**src/rtl/retire_trace_tx_if.sv**
```systemverilog
// Retirement capture and trace-stream signals of retire_trace_tx.
// The master view belongs to the transmitter. The slave view belongs to the core and the sink.
interface retire_trace_tx_if;
  logic        retire_valid;
  logic [31:0] retire_pc;
  logic [31:0] retire_instr;
  logic        retire_reg_wr;
  logic [4:0]  retire_dest;
  logic [31:0] retire_wr_data;
  logic [31:0] v0_val;
  logic        tx_valid;
  logic [31:0] tx_data;
  logic        tx_last;
  logic        tx_ready;

  modport master (
    input  retire_valid, retire_pc, retire_instr, retire_reg_wr, retire_dest, retire_wr_data,
           v0_val, tx_ready,
    output tx_valid, tx_data, tx_last
  );

  modport slave (
    output retire_valid, retire_pc, retire_instr, retire_reg_wr, retire_dest, retire_wr_data,
           v0_val, tx_ready,
    input  tx_valid, tx_data, tx_last
  );
endinterface

```
**src/rtl/retire_trace_tx.sv**
```systemverilog
// Retirement trace transmitter: buffers one record per retired instruction and serialises
// each record as four 32-bit beats on a valid/ready stream.
module retire_trace_tx #(
  parameter int unsigned DEPTH     = 8,
  parameter int unsigned AF_MARGIN = 2
) (
  input  logic               clk,
  input  logic               reset,
  retire_trace_tx_if.master  bus,
  output logic               stall_req,
  output logic               overflow,
  output logic               end_seen,
  output logic               drain_done
);
  localparam int unsigned PtrW = $clog2(DEPTH);
  localparam int unsigned CntW = $clog2(DEPTH + 1);
  localparam logic [CntW-1:0] FullCnt = CntW'(DEPTH);
  localparam logic [CntW-1:0] AfCnt   = CntW'(DEPTH - AF_MARGIN);

  typedef enum logic [0:0] {StIdle, StSend} state_e;

  logic [31:0] pc_mem    [DEPTH];
  logic [31:0] instr_mem [DEPTH];
  logic [31:0] data_mem  [DEPTH];
  logic [15:0] seq_mem   [DEPTH];
  logic        wr_mem    [DEPTH];
  logic [4:0]  dest_mem  [DEPTH];

  state_e          state_q, state_d;
  logic [PtrW-1:0] wr_ptr_q, wr_ptr_d, rd_ptr_q, rd_ptr_d;
  logic [CntW-1:0] count_q, count_d;
  logic [1:0]      beat_q, beat_d;
  logic [15:0]     seq_q, seq_d;
  logic            overflow_q, overflow_d;
  logic            end_seen_q, end_seen_d;

  logic tx_fire, pop, push, full, keep_wr;

  always_comb begin
    tx_fire    = (state_q == StSend) && bus.tx_ready;
    pop        = tx_fire && (beat_q == 2'd3);
    full       = (count_q == FullCnt);
    // A full FIFO still accepts when the head leaves on this very edge.
    push       = bus.retire_valid && (!full || pop);
    keep_wr    = bus.retire_reg_wr && (bus.retire_dest != 5'd0);
    count_d    = count_q + CntW'(push) - CntW'(pop);
    beat_d     = tx_fire ? beat_q + 2'd1 : beat_q;
    wr_ptr_d   = push ? wr_ptr_q + PtrW'(1) : wr_ptr_q;
    rd_ptr_d   = pop ? rd_ptr_q + PtrW'(1) : rd_ptr_q;
    seq_d      = bus.retire_valid ? seq_q + 16'd1 : seq_q;
    overflow_d = overflow_q || (bus.retire_valid && !push);
    end_seen_d = end_seen_q || (push && (bus.retire_instr == 32'h0000_000C) &&
                                (bus.v0_val == 32'h0000_000A));
    state_d    = state_q;
    unique case (state_q)
      StIdle:  if (count_d != '0) state_d = StSend;
      StSend:  if (pop && (count_d == '0)) state_d = StIdle;
      default: state_d = StIdle;
    endcase
  end

  always_ff @(posedge clk) begin
    if (reset) begin
      state_q    <= StIdle;
      wr_ptr_q   <= '0;
      rd_ptr_q   <= '0;
      count_q    <= '0;
      beat_q     <= '0;
      seq_q      <= '0;
      overflow_q <= 1'b0;
      end_seen_q <= 1'b0;
    end else begin
      state_q    <= state_d;
      wr_ptr_q   <= wr_ptr_d;
      rd_ptr_q   <= rd_ptr_d;
      count_q    <= count_d;
      beat_q     <= beat_d;
      seq_q      <= seq_d;
      overflow_q <= overflow_d;
      end_seen_q <= end_seen_d;
    end
  end

  // Record storage needs no reset; validity is tracked by the pointers and count.
  always_ff @(posedge clk) begin
    if (push && !reset) begin
      pc_mem[wr_ptr_q]    <= bus.retire_pc;
      instr_mem[wr_ptr_q] <= bus.retire_instr;
      data_mem[wr_ptr_q]  <= keep_wr ? bus.retire_wr_data : 32'd0;
      seq_mem[wr_ptr_q]   <= seq_q;
      wr_mem[wr_ptr_q]    <= keep_wr;
      dest_mem[wr_ptr_q]  <= keep_wr ? bus.retire_dest : 5'd0;
    end
  end

  logic [31:0] beat_data;

  always_comb begin
    beat_data = 32'd0;
    case (beat_q)
      2'd0:    beat_data = pc_mem[rd_ptr_q];
      2'd1:    beat_data = instr_mem[rd_ptr_q];
      2'd2:    beat_data = {seq_mem[rd_ptr_q], 8'h00, wr_mem[rd_ptr_q], 2'b00,
                            dest_mem[rd_ptr_q]};
      default: beat_data = data_mem[rd_ptr_q];
    endcase
  end

  assign bus.tx_valid = (state_q == StSend);
  assign bus.tx_data  = bus.tx_valid ? beat_data : 32'd0;
  assign bus.tx_last  = bus.tx_valid && (beat_q == 2'd3);
  assign stall_req    = (count_q >= AfCnt);
  assign overflow     = overflow_q;
  assign end_seen     = end_seen_q;
  assign drain_done   = end_seen_q && (count_q == '0) && (state_q == StIdle);
endmodule

```
**src/flat_wrapper.sv**
```systemverilog
// flat-port wrapper written by rule: the top's interface ports become plain ports
module retire_trace_tx_flat 
#(
  parameter int unsigned DEPTH     = 8,
  parameter int unsigned AF_MARGIN = 2
)
  (clk, reset, stall_req, overflow, end_seen, drain_done, bus_retire_valid, bus_retire_pc, bus_retire_instr, bus_retire_reg_wr, bus_retire_dest, bus_retire_wr_data, bus_v0_val, bus_tx_ready, bus_tx_valid, bus_tx_data, bus_tx_last);
  retire_trace_tx_if bus_i ();
  input  logic clk;
  input  logic reset;
  output logic stall_req;
  output logic overflow;
  output logic end_seen;
  output logic drain_done;
  input wire logic [$bits(bus_i.retire_valid)-1:0] bus_retire_valid;
  input wire logic [$bits(bus_i.retire_pc)-1:0] bus_retire_pc;
  input wire logic [$bits(bus_i.retire_instr)-1:0] bus_retire_instr;
  input wire logic [$bits(bus_i.retire_reg_wr)-1:0] bus_retire_reg_wr;
  input wire logic [$bits(bus_i.retire_dest)-1:0] bus_retire_dest;
  input wire logic [$bits(bus_i.retire_wr_data)-1:0] bus_retire_wr_data;
  input wire logic [$bits(bus_i.v0_val)-1:0] bus_v0_val;
  input wire logic [$bits(bus_i.tx_ready)-1:0] bus_tx_ready;
  output wire logic [$bits(bus_i.tx_valid)-1:0] bus_tx_valid;
  output wire logic [$bits(bus_i.tx_data)-1:0] bus_tx_data;
  output wire logic [$bits(bus_i.tx_last)-1:0] bus_tx_last;
  assign bus_i.retire_valid = bus_retire_valid;
  assign bus_i.retire_pc = bus_retire_pc;
  assign bus_i.retire_instr = bus_retire_instr;
  assign bus_i.retire_reg_wr = bus_retire_reg_wr;
  assign bus_i.retire_dest = bus_retire_dest;
  assign bus_i.retire_wr_data = bus_retire_wr_data;
  assign bus_i.v0_val = bus_v0_val;
  assign bus_i.tx_ready = bus_tx_ready;
  assign bus_tx_valid = bus_i.tx_valid;
  assign bus_tx_data = bus_i.tx_data;
  assign bus_tx_last = bus_i.tx_last;
  retire_trace_tx #(.DEPTH(DEPTH), .AF_MARGIN(AF_MARGIN)) u_core (.clk(clk), .reset(reset), .bus(bus_i), .stall_req(stall_req), .overflow(overflow), .end_seen(end_seen), .drain_done(drain_done));
endmodule
```
**config.mk**
```make
export PLATFORM = sky130hd
export DESIGN_NAME = retire_trace_tx_flat
export DESIGN_NICKNAME = d
export VERILOG_FILES = /design/src/rtl/retire_trace_tx_if.sv /design/src/rtl/retire_trace_tx.sv /design/src/flat_wrapper.sv
export SDC_FILE = /design/constraint.sdc
export NUM_CORES = 1
export LEC_CHECK = 0
export CORE_ASPECT_RATIO = 1.4
export CORE_MARGIN = 2
export CORE_UTILIZATION = 54
export DETAILED_ROUTE_END_ITERATION = 7
export GPL_ROUTABILITY_DRIVEN = 0
export PLACE_DENSITY = 0.75
export SYNTH_ARGS = -nofsm -noshare
export SYNTH_HDL_FRONTEND = slang
export SYNTH_SLANG_ARGS = --single-unit
export TNS_END_PERCENT = 5
```
**constraint.sdc**
```tcl
create_clock -name clk -period 10.69 [get_ports clk]
set_input_delay 1.069 -clock clk [delete_from_list [all_inputs] [get_ports clk]]
set_output_delay 1.069 -clock clk [all_outputs]
set_load 0.05 [all_outputs]
```
* Yosys cells after proc, flatten, opt, wreduce, memory -nomap -nowiden
Memories as Yosys holds them, arrays and structs flattened. A register that Yosys moved wholly into a read port is not among the register bits.
Index checks and enable logic that the tools add are counted.
W data, S select, Z words.
** Operators by class
- Bitwise gates (word level) :: 1
- Eq/ne operators :: 6
- Multiplexer cells :: 21
- $lt $le $gt $ge :: 1
- Reductions and logical operators :: 23
- Add/sub/neg operators :: 6
** Operators by type and width (count)
- $pmux W32 S3 :: 1
- $eq A32 B4 Y1 const B :: 2
- $mux W32 :: 2
- $mux W3 :: 12
- $add A16 B1 Y16 const B :: 1
- $logic_and A1 B1 Y1 :: 12
- $logic_not A4 Y1 :: 2
- $add A3 B1 Y3 const B :: 2
- $mux W5 :: 1
- $reduce_bool A5 Y1 :: 1
- $add A4 B1 Y4 :: 1
- $eq A2 B2 Y1 const B :: 2
- $eq A4 B4 Y1 const B :: 1
- $ge A4 B3 Y1 const B :: 1
- $mux W1 :: 4
- $reduce_bool A4 Y1 :: 1
- $sub A4 B1 Y4 :: 1
- $logic_not A1 Y1 :: 3
- $logic_or A1 B1 Y1 :: 3
- $add A2 B1 Y2 const B :: 1
- $eq A2 B1 Y1 const B :: 1
- $logic_not A2 Y1 :: 1
- $pmux W1 S2 :: 1
- $not A1 Y1 :: 1
** Storage, ports and cells
- Flip-flop bits (word level) :: 31
- Memories kept :: 6
- Input bits :: 138
- Output and inout bits :: 38
- Memory bits (writable) :: 944
- Word-level logic and storage cells :: 72
** Memories
- u_core.data_mem :: depth 8, width 32, rd ports 1, clocked after memory_dff 1, write ports 1, line retire_trace_tx.sv:24 : logic [31:0] data_mem [DEPTH];
- u_core.instr_mem :: depth 8, width 32, rd ports 1, clocked after memory_dff 1, write ports 1, line retire_trace_tx.sv:23 : logic [31:0] instr_mem [DEPTH];
- u_core.pc_mem :: depth 8, width 32, rd ports 1, clocked after memory_dff 1, write ports 1, line retire_trace_tx.sv:22 : logic [31:0] pc_mem [DEPTH];
- u_core.seq_mem :: depth 8, width 16, rd ports 1, clocked after memory_dff 1, write ports 1, line retire_trace_tx.sv:25 : logic [15:0] seq_mem [DEPTH];
- u_core.dest_mem :: depth 8, width 5, rd ports 1, clocked after memory_dff 1, write ports 1, line retire_trace_tx.sv:27 : logic [4:0] dest_mem [DEPTH];
- u_core.wr_mem :: depth 8, width 1, rd ports 1, clocked after memory_dff 1, write ports 1, line retire_trace_tx.sv:26 : logic wr_mem [DEPTH];

* Depth between registers and ports, before layout
- Word-level depth :: 10
- Gate-level depth with buffers :: 12
- Mapped depth without buffers :: 12

* Worst setup path after synthesis
OpenSTA, ideal clock, no wires.
- Kind :: input to register
- Start :: in bus_tx_ready
- End :: mem u_core.data_mem[2][0], enable pin
- Library setup time :: 0.740 ns
- Buffers on the path :: 1
- Data required time :: 9.950 ns
- Stages on the path :: 4
- Arrival :: 9.673 ns
- Path slack :: 0.278 ns
- Cell sequence :: and3_1 > clkbuf_1 > o21ai_1 > nor3_1
** Between the ends
- Word-level cells in the longest chain between the ends :: 7
** RTL lines
- start, declared :: line flat_wrapper.sv:22 : input wire logic [$bits(bus_i.tx_ready)-1:0] bus_tx_ready;
- $logic_and A1 B1 Y1 :: line retire_trace_tx.sv:40 : tx_fire = (state_q == StSend) && bus.tx_ready;
- $logic_and A1 B1 Y1 :: line retire_trace_tx.sv:41 : pop = tx_fire && (beat_q == 2'd3);
- $logic_or A1 B1 Y1 :: line retire_trace_tx.sv:44 : push = bus.retire_valid && (!full || pop);
- $logic_and A1 B1 Y1 :: line retire_trace_tx.sv:44
- $logic_and A1 B1 Y1 :: line retire_trace_tx.sv:86 : if (push && !reset) begin
- $mux W1 :: line retire_trace_tx.sv:86
- $mux W1 :: line retire_trace_tx.sv:89 : data_mem[wr_ptr_q] <= keep_wr ? bus.retire_wr_data : 32'd0;
- end, declared :: line retire_trace_tx.sv:24
Every way passes these cells.

==> metrics.md <==
| Metric | Value |
|---|---|
| Outcome | `finished, final reports clean` |
| Worst-path maximum fanout | `70` |
| Synth warn | `0` |
| Initial drt markers | `1988` |
| Finished Layout Cells | `3108` |
| Crit Path Category | `flip-flop to primary output` |
| RSZ-0062 raised after global routing | `no` |
| Register area share after synthesis | `75.46%` |
| Setup crit end | `bus_tx_data[29]` |
| Startpoint types | `flip-flop` |
| DR WL/cell | `27.69 um` |
| Die ar. | `0.07341 mm^2` |
| CP delay by family, top | `buffers and inverters` |
| Synth area leader | `edfxtp_1` |
| Final hold vios | `0` |
| Share of layout cells above drive strength 1 | `22.19%` |
| I/O pin count | `176` |
| Syn Area/Cell | `20.12 um^2` |
| CP Capture Type | `primary output` |
| Post-Syn Nets | `2065` |
| # Post-CTS Setup Buffers | `0` |
| First-pass GRT wire length | `128.2 mm` |
| Worst Hold Class | `flip-flop to flip-flop` |
| Top_reg_cell synth | `edfxtp_1` |
| Clock buffer depth | `3` |
| Synth cell count leaders | `944 x edfxtp_1, 192 x mux4_2, 122 x mux2_2` |
| Hold_buf cts | `0` |
| Area growth from synthesis to layout | `14.47%` |
| Internal Power | `6.350 mW` |
| Cts repair resizes | `0` |
| Cell variety after synth | `43` |
| Max Clk Rate | `0.1635 GHz` |
| Cells after synthesis | `1912` |
| Core ar. | `0.07036 mm^2` |
| Switching part of the total | `22.65%` |
| DRT Pass-1 Iters | `6` |
| Largest net degree at the start of global routing | `144` |
| Residual DRC | `0` |
| Dpl cells | `2948` |
| Setup TNS after final layout | `0 ns` |
| # rows | `115` |
| Initial Util | `54.67%` |
| IO Port Bufs | `175` |
| Worst-Margin Slew | `1.186 ns` |
| Clock Power Share | `37.7%` |
| Slew margin rel. | `20.96%` |
| Synth area leaders | `edfxtp_1 74%, mux4_2 11%, mux2_2 3.6%` |
| Crit path time final | `6.115 ns` |
| CTS sink cnt | `978` |
| Period utilization | `57.20%` |
| Fin. max-slew vios | `0` |
| RR Startpoint | `u_core.bus.tx_valid$_SDFF_PP0_` |
| ANT nets after route | `0` |
| Util after Layout | `62.58%` |
| DP Area | `0.04121 mm^2` |
| CP Cell Sequence | `buf_4 -> or2_2 -> o221ai_1 -> a21oi_1 -> a21oi_1 -> a31oi_1 -> clkdlybuf4s50_1` |
| Worst path depth | `7` |
| DR vias | `19.40k` |
| Clk pin slew, worst setup/hold paths | `0.07 ns` |
| Fraction of registers with async set/reset | `0%` |
| Logic pwr share | `9.4%` |
| Yosys reg bits | `978` |
| Initial antenna violation count | `8` |
| Flop-to-flop setup slack | `6.27 ns` |
| Post-place setup slack | `5.246 ns` |
| Number of synthesized flops with an enable pin | `944` |
| Buf/Inv on CP | `2` |
| CTS tree | `yes` |
| Setup violators final | `0` |
| Arrival time worst endpoint | `5.05 ns` |
| P_sw | `1.860 mW` |
| Worst reg2reg path endpoint | `u_core.data_mem[6][16]$_DFFE_PP_` |
| Worst reg2reg path depth | `7` |
| Worst vdd ir | `0.1067 mV` |
| Most common cell on crit path | `a21oi_1` |
| Post-route cell area | `0.04403 mm^2` |
| Vias per cell | `6.242` |
| Top-count cell post-synth | `edfxtp_1` |
| Die Y | `319.8 um` |
| Top cell type's share of synthesized area | `73.69%` |
| Total Routed Length | `86.06 mm` |
| Layout fillers | `4625` |
| Final setup margin | `4.575 ns` |
| Clock skew | `0.01757 ns` |
| Sequential Power Share | `52.9%` |
| Mapped Area | `0.03847 mm^2` |
| Die width | `229.6 um` |
| Critical Path Max Stage Delay | `0.97 ns` |
| GRT Residual Overflow | `0` |
| Root Buffer | `clkbuf_16` |
| GRT Total Usage | `23.62%` |
| Slowest CP cell | `dfxtp_4` |
| # Max-Cap Violations | `0` |
| Worst-Skew Late Latency | `0.63 ns` |
| Final #Nets | `2252` |
| Vias in the first global route | `20.35k` |
| WP data required | `9.62 ns` |
| Hpwl dp | `45.63 mm` |
| Htree depth | `3` |
| CTS Buf Count | `85` |
| Static Leak | `13.58 nW` |
| Power Dens Cells | `186.5 mW/mm^2` |
==> power groups by stage <==
stage / logic (mW) / registers [mW] / clock network [mW]
after global routing: 0.817 / 4.35 / 3.26
final: 0.771 / 4.34 / 3.10
after CTS: 0.772 / 4.34 / 3.12
after global placement: 0.754 / 4.42 / 0
after floorplan: 0.433 / 4.45 / 0
after detailed placement: 0.765 / 4.42 / 0
==> sequential cells by signal, indices dropped and copies added (netlist names), named ones only <==
register             cells
u_core.wr_mem            8
u_core.pc_mem          256
u_core.bus.tx_valid      1
u_core.instr_mem       256
u_core.data_mem        256
u_core.rd_ptr_q          3
u_core.beat_q            2
u_core.seq_mem         128
u_core.dest_mem         40
u_core.seq_q            16
u_core.wr_ptr_q          3
u_core.overflow          1
u_core.end_seen          1
u_core.count_q           4
==> placed cells by master, fill, tap and decap left out, types with 9 or more instances in the layout <==
| cell | synthesis | layout |
|---|---|---|
| edfxtp_1 | 944 | 944 |
| mux4_2 | 192 | 192 |
| clkdlybuf4s50_1 | 0 | 175 |
| mux2_2 | 122 | 122 |
| nand2_1 | 94 | 94 |
| clkbuf_16 | 0 | 89 |
| a21oi_1 | 52 | 52 |
| nor2_1 | 50 | 46 |
| mux2i_1 | 42 | 42 |
| and2_1 | 39 | 39 |
| o221ai_1 | 36 | 36 |
| inv_1 | 31 | 31 |
| dfxtp_1 | 34 | 30 |
| a31oi_1 | 22 | 22 |
| nand2b_1 | 21 | 21 |
| buf_4 | 26 | 21 |
| clkinv_1 | 0 | 20 |
| clkbuf_1 | 39 | 15 |
| a221oi_1 | 14 | 14 |
| xnor2_1 | 13 | 13 |
| clkinv_2 | 0 | 13 |
| nor4_1 | 14 | 12 |
| ha_1 | 14 | 12 |
| a22oi_1 | 10 | 10 |
| xor2_1 | 9 | 9 |
| bufinv_16 | 0 | 9 |
==> layer usage <==
metal	up-vias	routed length, um	GRT usage (%)
met1	10147	33570	31.49
met5	-	35	0
met4	6	2568	8.716
met2	936	43510	39.70
met3	147	6372	3.718
li1	8165	-	-
==> kinds of logic (layout without fill, tap and decap cells) <==
family / count (synthesis) / in the layout / share of synthesized area [%]
flip-flops: 978 / 978 / 75.46
multiplexers: 356 / 356 / 15.91
AND/OR/NAND/NOR: 257 / 257 / 3.240
AO/OA/AOI/OAI: 150 / 150 / 2.638
buffers and inverters: 134 / 390 / 1.743
XOR/XNOR: 22 / 22 / 0.5009
adder cells (fa/ha/maj): 15 / 15 / 0.5074
other: 0 / 4 / 0
==> per-stage QoR <==
| stage | total power, mW | hold WS, ns |
|---|---|---|
| 2_1_floorplan | 4.881 | 0.4725 |
| 3_3_place_gp | 5.170 | 0.4664 |
| 3_5_place_dp | 5.190 | 0.4754 |
| 4_1_cts | 8.239 | 0.4922 |
| 5_1_grt | 8.431 | 0.5112 |
| 6_report | 8.210 | 0.4890 |
==> worst reg2reg max path: stages (launching register included) <==
cell	delay [ns]
dfxtp_2	0.32
buf_4	0.58
and3_1	0.43
o21ai_1	0.30
inv_1	0.27
nand2_1	0.27
nor2_4	0.92
buf_4	0.90
==> area by class of cell <==
cell class / instances / area [um^2] / share of cell area, %
sequential: 978 / 29040 / 65.95
multi-input combinational: 800 / 8835 / 20.06
clock buffer: 110 / 2366 / 5.374
timing repair buffer: 203 / 2049 / 4.655
tap: 936 / 1171 / 2.660
clock inverter: 46 / 442.9 / 1.006
inverter: 31 / 116.4 / 0.2643
antenna: 4 / 10.01 / 0.02273
==> worst min path at each step <==
stage               slack, ns                       startpoint                    endpoint  cells past startpoint
floorplan                0.47  u_core.rd_ptr_q[2]$_SDFFE_PP0P_                   flip-flop                      2
global placement         0.47       u_core.overflow$_SDFF_PP0_  u_core.overflow$_SDFF_PP0_                      2
detailed placement       0.48       u_core.overflow$_SDFF_PP0_  u_core.overflow$_SDFF_PP0_                      2
CTS                      0.49       u_core.overflow$_SDFF_PP0_  u_core.overflow$_SDFF_PP0_                      2
global route             0.51       u_core.overflow$_SDFF_PP0_  u_core.overflow$_SDFF_PP0_                      2
finish                   0.49       u_core.overflow$_SDFF_PP0_  u_core.overflow$_SDFF_PP0_                      2
Note: power is estimated with default switching activity, not from simulation.
